**src/rtl/rf_sched_pkg.sv**
```systemverilog
// Shared constants and types for the register-file write-back scheduler.
// Used by regfile_wb_scheduler and rf_scoreboard.
package rf_sched_pkg;

  localparam int REG_COUNT = 32;
  localparam int X0_ADDR   = 0;
  localparam int WB_ADDR_W = $clog2(REG_COUNT);
  localparam int WB_DATA_W = 32;

  typedef struct packed {
    logic                 valid;
    logic [WB_ADDR_W-1:0] addr;
    logic [WB_DATA_W-1:0] data;
  } wb_req_t;

endpackage

```
**src/rtl/regfile_wb_scheduler_scoreboard.sv**
```systemverilog
// Busy-register scoreboard: one bit per architectural register, set on issue
// allocation, cleared on write-back; x0 never reports busy.
module rf_scoreboard
  import rf_sched_pkg::*;
#(
  parameter int ADDR_WIDTH = 5
) (
  input  logic                  clk,
  input  logic                  rst,
  input  logic                  set_en,
  input  logic [ADDR_WIDTH-1:0] set_addr,
  input  logic                  clr_en,
  input  logic [ADDR_WIDTH-1:0] clr_addr,
  input  logic [ADDR_WIDTH-1:0] rd_addr,
  input  logic [ADDR_WIDTH-1:0] rs1_addr,
  input  logic [ADDR_WIDTH-1:0] rs2_addr,
  output logic                  rd_busy,
  output logic                  rs1_busy,
  output logic                  rs2_busy
);

  localparam int REGS = 2 ** ADDR_WIDTH;

  logic [REGS-1:0] busy;

  // Set is applied after clear so an allocation in the same cycle wins.
  always_ff @(posedge clk or posedge rst) begin
    if (rst) begin
      busy <= '0;
    end else begin
      if (clr_en) busy[clr_addr] <= 1'b0;
      if (set_en) busy[set_addr] <= 1'b1;
    end
  end

  always_comb begin
    rd_busy  = busy[rd_addr];
    rs1_busy = busy[rs1_addr] && (rs1_addr != ADDR_WIDTH'(X0_ADDR));
    rs2_busy = busy[rs2_addr] && (rs2_addr != ADDR_WIDTH'(X0_ADDR));
  end

endmodule

```
**src/rtl/regfile_wb_scheduler.sv**
```systemverilog
// Write-back arbiter and hazard scoreboard in front of the regfile write port.
// Define RF_WB_ROUND_ROBIN_EN for round-robin arbitration; otherwise the load unit (req 1) wins.
// Handshake: a requester transfers when valid && ready in the same cycle; a
// requester that is not ready must hold valid/addr/data until it is.
module regfile_wb_scheduler
  import rf_sched_pkg::*;
#(
  parameter int DATA_WIDTH = 32,
  parameter int ADDR_WIDTH = 5
) (
  input  logic                  clk,
  input  logic                  rst,
  input  logic                  wb0_valid,
  input  logic [ADDR_WIDTH-1:0] wb0_addr,
  input  logic [DATA_WIDTH-1:0] wb0_data,
  output logic                  wb0_ready,
  input  logic                  wb1_valid,
  input  logic [ADDR_WIDTH-1:0] wb1_addr,
  input  logic [DATA_WIDTH-1:0] wb1_data,
  output logic                  wb1_ready,
  input  logic                  issue_valid,
  input  logic [ADDR_WIDTH-1:0] issue_rd,
  output logic                  issue_ready,
  input  logic [ADDR_WIDTH-1:0] rs1_addr,
  input  logic [ADDR_WIDTH-1:0] rs2_addr,
  output logic                  rs1_busy,
  output logic                  rs2_busy,
  output logic                  rf_we,
  output logic [ADDR_WIDTH-1:0] rf_waddr,
  output logic [DATA_WIDTH-1:0] rf_wdata
);

  logic                  grant0;
  logic                  grant1;
  logic                  wb_fire;
  logic                  wb_nonzero;
  logic [ADDR_WIDTH-1:0] wb_addr;
  logic [DATA_WIDTH-1:0] wb_data;
  logic                  rd_busy;
  logic                  issue_fire;

`ifdef RF_WB_ROUND_ROBIN_EN
  logic rr_ptr;  // 0: requester 0 preferred on conflict

  always_ff @(posedge clk or posedge rst) begin
    if (rst) begin
      rr_ptr <= 1'b0;
    end else if (wb0_valid && wb1_valid) begin
      rr_ptr <= ~rr_ptr;
    end
  end
`endif

  always_comb begin
    grant0 = 1'b0;
    grant1 = 1'b0;
    if (!rst) begin
      if (wb0_valid && wb1_valid) begin
`ifdef RF_WB_ROUND_ROBIN_EN
        grant0 = ~rr_ptr;
        grant1 = rr_ptr;
`else
        grant1 = 1'b1;
`endif
      end else begin
        grant0 = wb0_valid;
        grant1 = wb1_valid;
      end
    end
  end

  always_comb begin
    wb0_ready  = grant0;
    wb1_ready  = grant1;
    wb_fire    = grant0 || grant1;
    wb_addr    = grant1 ? wb1_addr : wb0_addr;
    wb_data    = grant1 ? wb1_data : wb0_data;
    wb_nonzero = (wb_addr != ADDR_WIDTH'(X0_ADDR));
  end

  // A WAW stall keeps at most one outstanding write per register.
  always_comb begin
    issue_ready = !rd_busy || (issue_rd == ADDR_WIDTH'(X0_ADDR));
    issue_fire  = issue_valid && issue_ready && (issue_rd != ADDR_WIDTH'(X0_ADDR));
  end

  // x0 writes complete the handshake but never pulse the regfile.
  always_ff @(posedge clk or posedge rst) begin
    if (rst) begin
      rf_we    <= 1'b0;
      rf_waddr <= '0;
      rf_wdata <= '0;
    end else begin
      rf_we <= wb_fire && wb_nonzero;
      if (wb_fire) begin
        rf_waddr <= wb_addr;
        rf_wdata <= wb_data;
      end
    end
  end

  rf_scoreboard #(
    .ADDR_WIDTH(ADDR_WIDTH)
  ) u_scoreboard (
    .clk      (clk),
    .rst      (rst),
    .set_en   (issue_fire),
    .set_addr (issue_rd),
    .clr_en   (wb_fire && wb_nonzero),
    .clr_addr (wb_addr),
    .rd_addr  (issue_rd),
    .rs1_addr (rs1_addr),
    .rs2_addr (rs2_addr),
    .rd_busy  (rd_busy),
    .rs1_busy (rs1_busy),
    .rs2_busy (rs2_busy)
  );

endmodule

```
**config.mk**
```make
export PLATFORM = sky130hd
export DESIGN_NAME = regfile_wb_scheduler
export DESIGN_NICKNAME = d
export VERILOG_FILES = /design/src/rtl/rf_sched_pkg.sv /design/src/rtl/regfile_wb_scheduler_scoreboard.sv /design/src/rtl/regfile_wb_scheduler.sv
export SDC_FILE = /design/constraint.sdc
export NUM_CORES = 1
export LEC_CHECK = 0
export ABC_AREA = 1
export BUFFER_PORTS_ARGS = -buffer_cell sky130_fd_sc_hd__buf_2
export CORE_MARGIN = 3
export CORE_UTILIZATION = 45
export DETAILED_ROUTE_END_ITERATION = 8
export PLACE_DENSITY_LB_ADDON = 0.08
export SYNTH_ARGS = -nofsm -noshare
export SYNTH_HDL_FRONTEND = slang
export SYNTH_SLANG_ARGS = --single-unit
```
**constraint.sdc**
```tcl
create_clock -name clk -period 3.3 [get_ports clk]
set_input_delay 0.495 -clock clk [delete_from_list [all_inputs] [get_ports clk]]
set_output_delay 0.495 -clock clk [all_outputs]
set_load 0.1 [all_outputs]
```
Word-level counts from Yosys, hierarchy flattened
Index checks and enable logic that the tools add are counted.
{ "classes": {"order_cmp": 6, "n_bitwise": 3, "n_reduce_logical": 16, "mux": 18} }
{ "op_table": {"columns": ["operator", "count"], "rows": [
  ["$mux 32", 3],
  ["$and 32x32->32", 1],
  ["$not 32->32", 1],
  ["$or 32x32->32", 1],
  ["$lt 5x6->1 const B", 4],
  ["$reduce_bool 5->1", 4],
  ["$bmux 1 s5", 3],
  ["$demux 1 s5", 2],
  ["$ge 5x1->1 const B", 2],
  ["$mux 1", 9],
  ["$logic_and 1x1->1", 8],
  ["$logic_not 5->1", 1],
  ["$mux 5", 1],
  ["$logic_or 1x1->1", 2],
  ["$logic_not 1->1", 1]
]} }
{ "totals": {"reg_bits": 70, "in_bits": 94, "word_cells": 47, "out_inout_bits": 43} }

Longest topological paths before layout
{ "depth": {"depth_word": 13, "ltp_mapped": 12, "mapped_depth_nobuf": 12} }

Modules after synthesis
From an unflattened synthesis, not the netlist that was laid out.
{ "unflattened": {"cells_unflattened": 633, "hier_area_um2": 4284.1} }
{ "by_module_without_submodules": {"columns": ["mod", "n_inst", "area_each_um2", "cells_per_inst", "seq_area_each_um2"], "rows": [
  ["rf_scoreboard", 1, 2483.6, 403, 800.8],
  ["regfile_wb_scheduler", 1, 1800.5, 230, 950.9]
]} }

Worst setup path after synthesis
Ideal clock, no wire load.
{ "synth_timing": {"kind": "input to output", "startpoint": "in rst", "endpoint": "out wb0_ready", "path_slack_ns": 0.098, "n_path_buf": 0, "arrival_time_ns": 2.707, "path_stages": 1, "required_ns": 2.805, "path_cell_list": "nor3b_1"} }
{ "synth_between": {"elab_chain_cells": 1} }
{ "synth_rtl": {"columns": ["element", "line", "rtl"], "rows": [
  ["start, declared", "regfile_wb_scheduler.sv:12", "input logic rst,"],
  ["$mux 1", "regfile_wb_scheduler.sv:57", "if (!rst) begin"],
  ["end, declared", "regfile_wb_scheduler.sv:16", "output logic wb0_ready,"]
]} }
Every way passes these cells.

Worst setup path in the final report
{ "layout_timing": {"startpoint": "in rs2_addr[0]", "endpoint": "out rs2_busy"} }
{ "layout_between": {"elab_chain_cells": 3, "elab_cells_between_ends": 4, "cone_classes": "mux: 2; reduce/logical: 2"} }
{ "layout_rtl": {"columns": ["element", "line", "rtl"], "rows": [
  ["start, declared", "regfile_wb_scheduler.sv:25", "input logic [ADDR_WIDTH-1:0] rs2_addr,"],
  ["$bmux 1 s5", "regfile_wb_scheduler_scoreboard.sv:39", "rs2_busy = busy[rs2_addr] && (rs2_addr != ADDR_WIDTH'(X0_ADDR));"],
  ["$mux 1 (implied by the code)", "regfile_wb_scheduler_scoreboard.sv:39", null],
  ["$logic_and 1x1->1 (*)", "regfile_wb_scheduler_scoreboard.sv:39", null],
  ["end, declared", "regfile_wb_scheduler.sv:27", "output logic rs2_busy,"]
]} }
Every way passes the cells marked *; elsewhere a longest branch is shown, timed or not. The select of a mux whose other input is x is not followed.

==> out/results.env <==
RESULT_OF_THE_RUN='finished, final reports clean'
DRC=0
FINAL_DESIGN_AREA_NO_FILL_UM2=5453
SKEW_PS=8.666
NETLIST-CELL-TYPE-COUNT=29
WORSTHOLDPATHTYPE='in -> async'
SETUP.WORST_PATH.START='rs2_addr[0]'
CRITICAL_PATH_CLASS='in -> out'
DRT_PASS1_ITERATIONS=7
POWER.INTERNAL_W=0.001650
IO-PIN-COUNT=137
GPL.FINAL_WEIGHTED_CONGESTION=0.9350
SYN-CELL-AREA_UM2=4552
AREA_OF_THE_MULTI_INPUT_GATES_UM2=2399
ANT_NETS=0
SEQ_POWER_SHARE_PCT=39.2
INSERTEDDIODECOUNT=0
YOSYSSEQAREASHARE_PCT=38.48
CLK_ROOT_BUFFER_CELL='sky130_fd_sc_hd__clkbuf_8'
SYNTHESIS.AREA_PER_INSTANCE_UM2=6.764
GLOBALROUTE.TOTALOVERFLOW=0
VDD_DROP_MAX_V=0.0003390
TIMING.MAX_CAP.VIOLATIONS=0
DIE_HEIGHT_UM=106.6
VIA_PER_INST=5.374
SETUP_VIOLATORS_FINAL=0
POST_CTS_BUFFERS=0
GRT_MAX_DEGREE=50
DPL.HPWL_MM=10.30
POWER_DENSITY_OF_THE_PLACED_CELLS_nW_PER_UM2=567.5
REPORT.POWER.TOTAL_W=0.003095
TIMING_LIMITED_MAXIMUM_FREQUENCY_MHz=404.4
FINAL_PERIOD_MINUS_WORST_SETUP_SLACK_PS=2473
AREA_TAKEN_BY_FLIP_FLOPS_AND_LATCHES_UM2=1752
WORST_EP_REQUIRED_TIME_PS=2800
GLOBAL_ROUTE_WIRE_LENGTH_BEFORE_REPAIR_MM=22.27
ROUTED_WIRE_LENGTH_PER_INSTANCE_UM=14.83
TIGHTESTPINTRANSITION_PS=953.5
WORST_SETUP_PATH_END_KIND='primary output'
GRT_PASS1_VIAS=4535
POWER.SWITCHING_FRACTION_PCT=46.67
DIE_AREA_UM2=11360
DP_SLACK_PS=772.2
CTS_SINKS=70
NFILLCELLS=1001
DRIVE_ABOVE_1_SHARE_PCT=22.25
TRITONCTS_CLOCK_TREE='done'
WL_MET1_MM=6.057
ROUTED-WL-MET3_MM=1.143
PERIOD_SHARE_PCT=74.93
CRITICAL_PATH.MAX_FANOUT=29
CTSLONGESTPATHBUFFERS=2
SYNTHTOLAYOUTAREAGROWTH_PCT=19.79
GRT_ANTENNA_BEFORE_REPAIR=0
MAXSLEWHEADROOM_PCT=36.37
FIN_TNS_SETUP_PS=0
CORE_AREA_UM2=9819
SYNTHESIS.INSTANCES=673
UNREPAIRED_SETUP_ENDPOINTS_AFTER_GLOBAL_ROUTING='false'
WORST_SKEW_LATE_LATENCY_PS=350
FINALHOLDVIOLCOUNT=0
FIN_UTIL_PCT=55.53
DETAILED_PLACE.AREA_UM2=5279
PINS_OVER_THEIR_SLEW_LIMIT=0
DETAILEDROUTE.FIRSTITERATIONVIOLATIONS=370
SYN_NETS=767
TOPROUTINGLAYERUSED='met4'
CP_STARTPOINT_KIND='input pin'
SHARE_COMB_OF_TOTAL_POWER_PCT=40.6
YOSYS_WARNS=0
MET2_LENGTH_MM=6.279
FINALNETCOUNT=882
CTS_BUFFERS=9
CTSRESIZECOUNT=0
NET_SWITCHING_POWER_FIGURE_W=0.001444
POSTLAYOUTSETUPSLACKWORST_PS=827.3
PORT-BUFFER-COUNT=136
FLOORPLAN.ROWS=36
ARRIVAL_PS=1980
WORST_SETUP_HOLD_PATH_CLK_SLEW_PS=70
RR_STARTPOINT='u_scoreboard.busy[12]'
STANDBY_LEAKAGE_POWER_nW=2.792
TRACK_USAGE_PCT=24.33
POWER.CLOCK.FRACTION_PCT=20.2
TOTAL_ROUTED_LENGTH_MM=13.71
CTS.HTREE.LEVELS=3
VIAS=4966
POST_CTS_HOLD_BUFFER_COUNT=0
POSTSYNTHREGISTERBITS=70
DIE_WIDTH_UM=106.6
FLOORPLAN.INITIALDENSITY_PCT=46.36
cell usage after synthesis:
cell	number	area [um^2]
sky130_fd_sc_hd__a21oi_1	15	75.07
sky130_fd_sc_hd__buf_1	1	3.750
sky130_fd_sc_hd__o31ai_1	34	255.2
sky130_fd_sc_hd__buf_4	7	52.55
sky130_fd_sc_hd__nand2_1	200	750.7
sky130_fd_sc_hd__nor2_4	1	11.26
sky130_fd_sc_hd__nor3b_1	1	7.510
sky130_fd_sc_hd__o211ai_1	13	97.59
sky130_fd_sc_hd__nand2_2	2	12.51
sky130_fd_sc_hd__inv_2	6	22.52
sky130_fd_sc_hd__o21ai_1	7	35.03
sky130_fd_sc_hd__nand3_2	1	10.01
sky130_fd_sc_hd__o21ai_2	1	8.760
sky130_fd_sc_hd__nor2_1	111	416.7
sky130_fd_sc_hd__nand3_1	27	135.1
sky130_fd_sc_hd__clkbuf_1	17	63.81
sky130_fd_sc_hd__nor2_2	5	31.28
sky130_fd_sc_hd__o21a_1	1	7.510
sky130_fd_sc_hd__dfrtp_1	70	1752
sky130_fd_sc_hd__o21ai_0	45	225.2
sky130_fd_sc_hd__buf_2	12	60.06
sky130_fd_sc_hd__buf_6	2	22.52
sky130_fd_sc_hd__o21ai_4	2	32.53
sky130_fd_sc_hd__nand4_1	34	212.7
sky130_fd_sc_hd__inv_1	47	176.4
sky130_fd_sc_hd__a31oi_1	1	6.260
sky130_fd_sc_hd__a21oi_4	1	16.27
sky130_fd_sc_hd__nor3_1	8	40.04
sky130_fd_sc_hd__nand2_4	1	11.26
power by group through the flow:
stage          clock network [W]  logic [W]  registers, W
5_1_grt                 0.000686    0.00136       0.00123
2_1_floorplan                  0   0.000547       0.00160
3_3_place_gp                   0    0.00124       0.00122
6_report                0.000626    0.00126       0.00121
3_5_place_dp                   0    0.00126       0.00122
4_1_cts                 0.000650    0.00126       0.00120
cells in the final DEF (no fill, tap or decap), types with 2 or more instances in the layout:
cell	instances
sky130_fd_sc_hd__a21oi_1	15
sky130_fd_sc_hd__buf_2	134
sky130_fd_sc_hd__nor2_1	111
sky130_fd_sc_hd__o211ai_1	13
sky130_fd_sc_hd__clkbuf_8	12
sky130_fd_sc_hd__nor3_1	8
sky130_fd_sc_hd__nand2_1	200
sky130_fd_sc_hd__o21ai_0	45
sky130_fd_sc_hd__nor2_2	5
sky130_fd_sc_hd__o21ai_4	2
sky130_fd_sc_hd__dfrtp_1	70
sky130_fd_sc_hd__nand3_1	27
sky130_fd_sc_hd__inv_2	6
sky130_fd_sc_hd__nand2_2	2
sky130_fd_sc_hd__o31ai_1	34
sky130_fd_sc_hd__inv_1	47
sky130_fd_sc_hd__o21ai_1	7
sky130_fd_sc_hd__buf_12	2
sky130_fd_sc_hd__nand4_1	34
sky130_fd_sc_hd__buf_4	7
layer usage:
metal  track usage (%)  up-vias
li1                  -     2455
met1             33.68     2273
met2             37.81      217
met3             5.358       21
met4             8.311        0
met5                 0        -
worst max-delay path: stages:
cell and delay (ps):
sky130_fd_sc_hd__buf_2 240, sky130_fd_sc_hd__inv_1 220, sky130_fd_sc_hd__nor2_1 50, sky130_fd_sc_hd__o21ai_0 260, sky130_fd_sc_hd__nand2_1 90, sky130_fd_sc_hd__nand3_1 90
sky130_fd_sc_hd__nand2_1 50, sky130_fd_sc_hd__nand2_1 60, sky130_fd_sc_hd__buf_2 410
cells by family after synthesis:
kind of cell / count (synthesis) / share of synthesized area, %
simple gates: 391 / 36.01
compound gates: 120 / 16.69
buf+inv: 92 / 8.823
flops: 70 / 38.48
flip-flops by register name, summed over array words and instances (netlist names):
signal and cells:
u_scoreboard.busy 32, rf_we 1, rf_wdata 32, rf_waddr 5
stage by stage:
step / hold WS, ps / std cells
2_1_floorplan: 461.5 / 673
4_1_cts: 106.9 / 924
3_3_place_gp: 451.9 / 910
3_5_place_dp: 449.3 / 910
6_report: 122.9 / 924
5_1_grt: 132.1 / 924
final cells by class:
class                      count  area share [%]
clock buffer                  13           3.098
clock inverter                 1         0.09179
inverter                      53           3.648
multi-input combinational    511           43.99
sequential                    70           32.12
tap                          133           3.052
timing repair buffer         143           14.00
path summary, 6_finish.rpt:
| check | endpoint | slack [ps] | depth (start not counted) |
|---|---|---|---|
| max in group asynchronous | rf_wdata[7] | 2420 | 3 |
| min in group clk | rf_wdata[25] | 440 | 3 |
| setup / recovery | rs2_busy | 830 | 9 |
| setup reg to reg | u_scoreboard.busy[28] | 1650 | 10 |
| hold / removal | u_scoreboard.busy[14] | 120 | 2 |
| hold reg to reg | u_scoreboard.busy[0] | 480 | 0 |
Note: power is estimated with default switching activity, not from simulation.
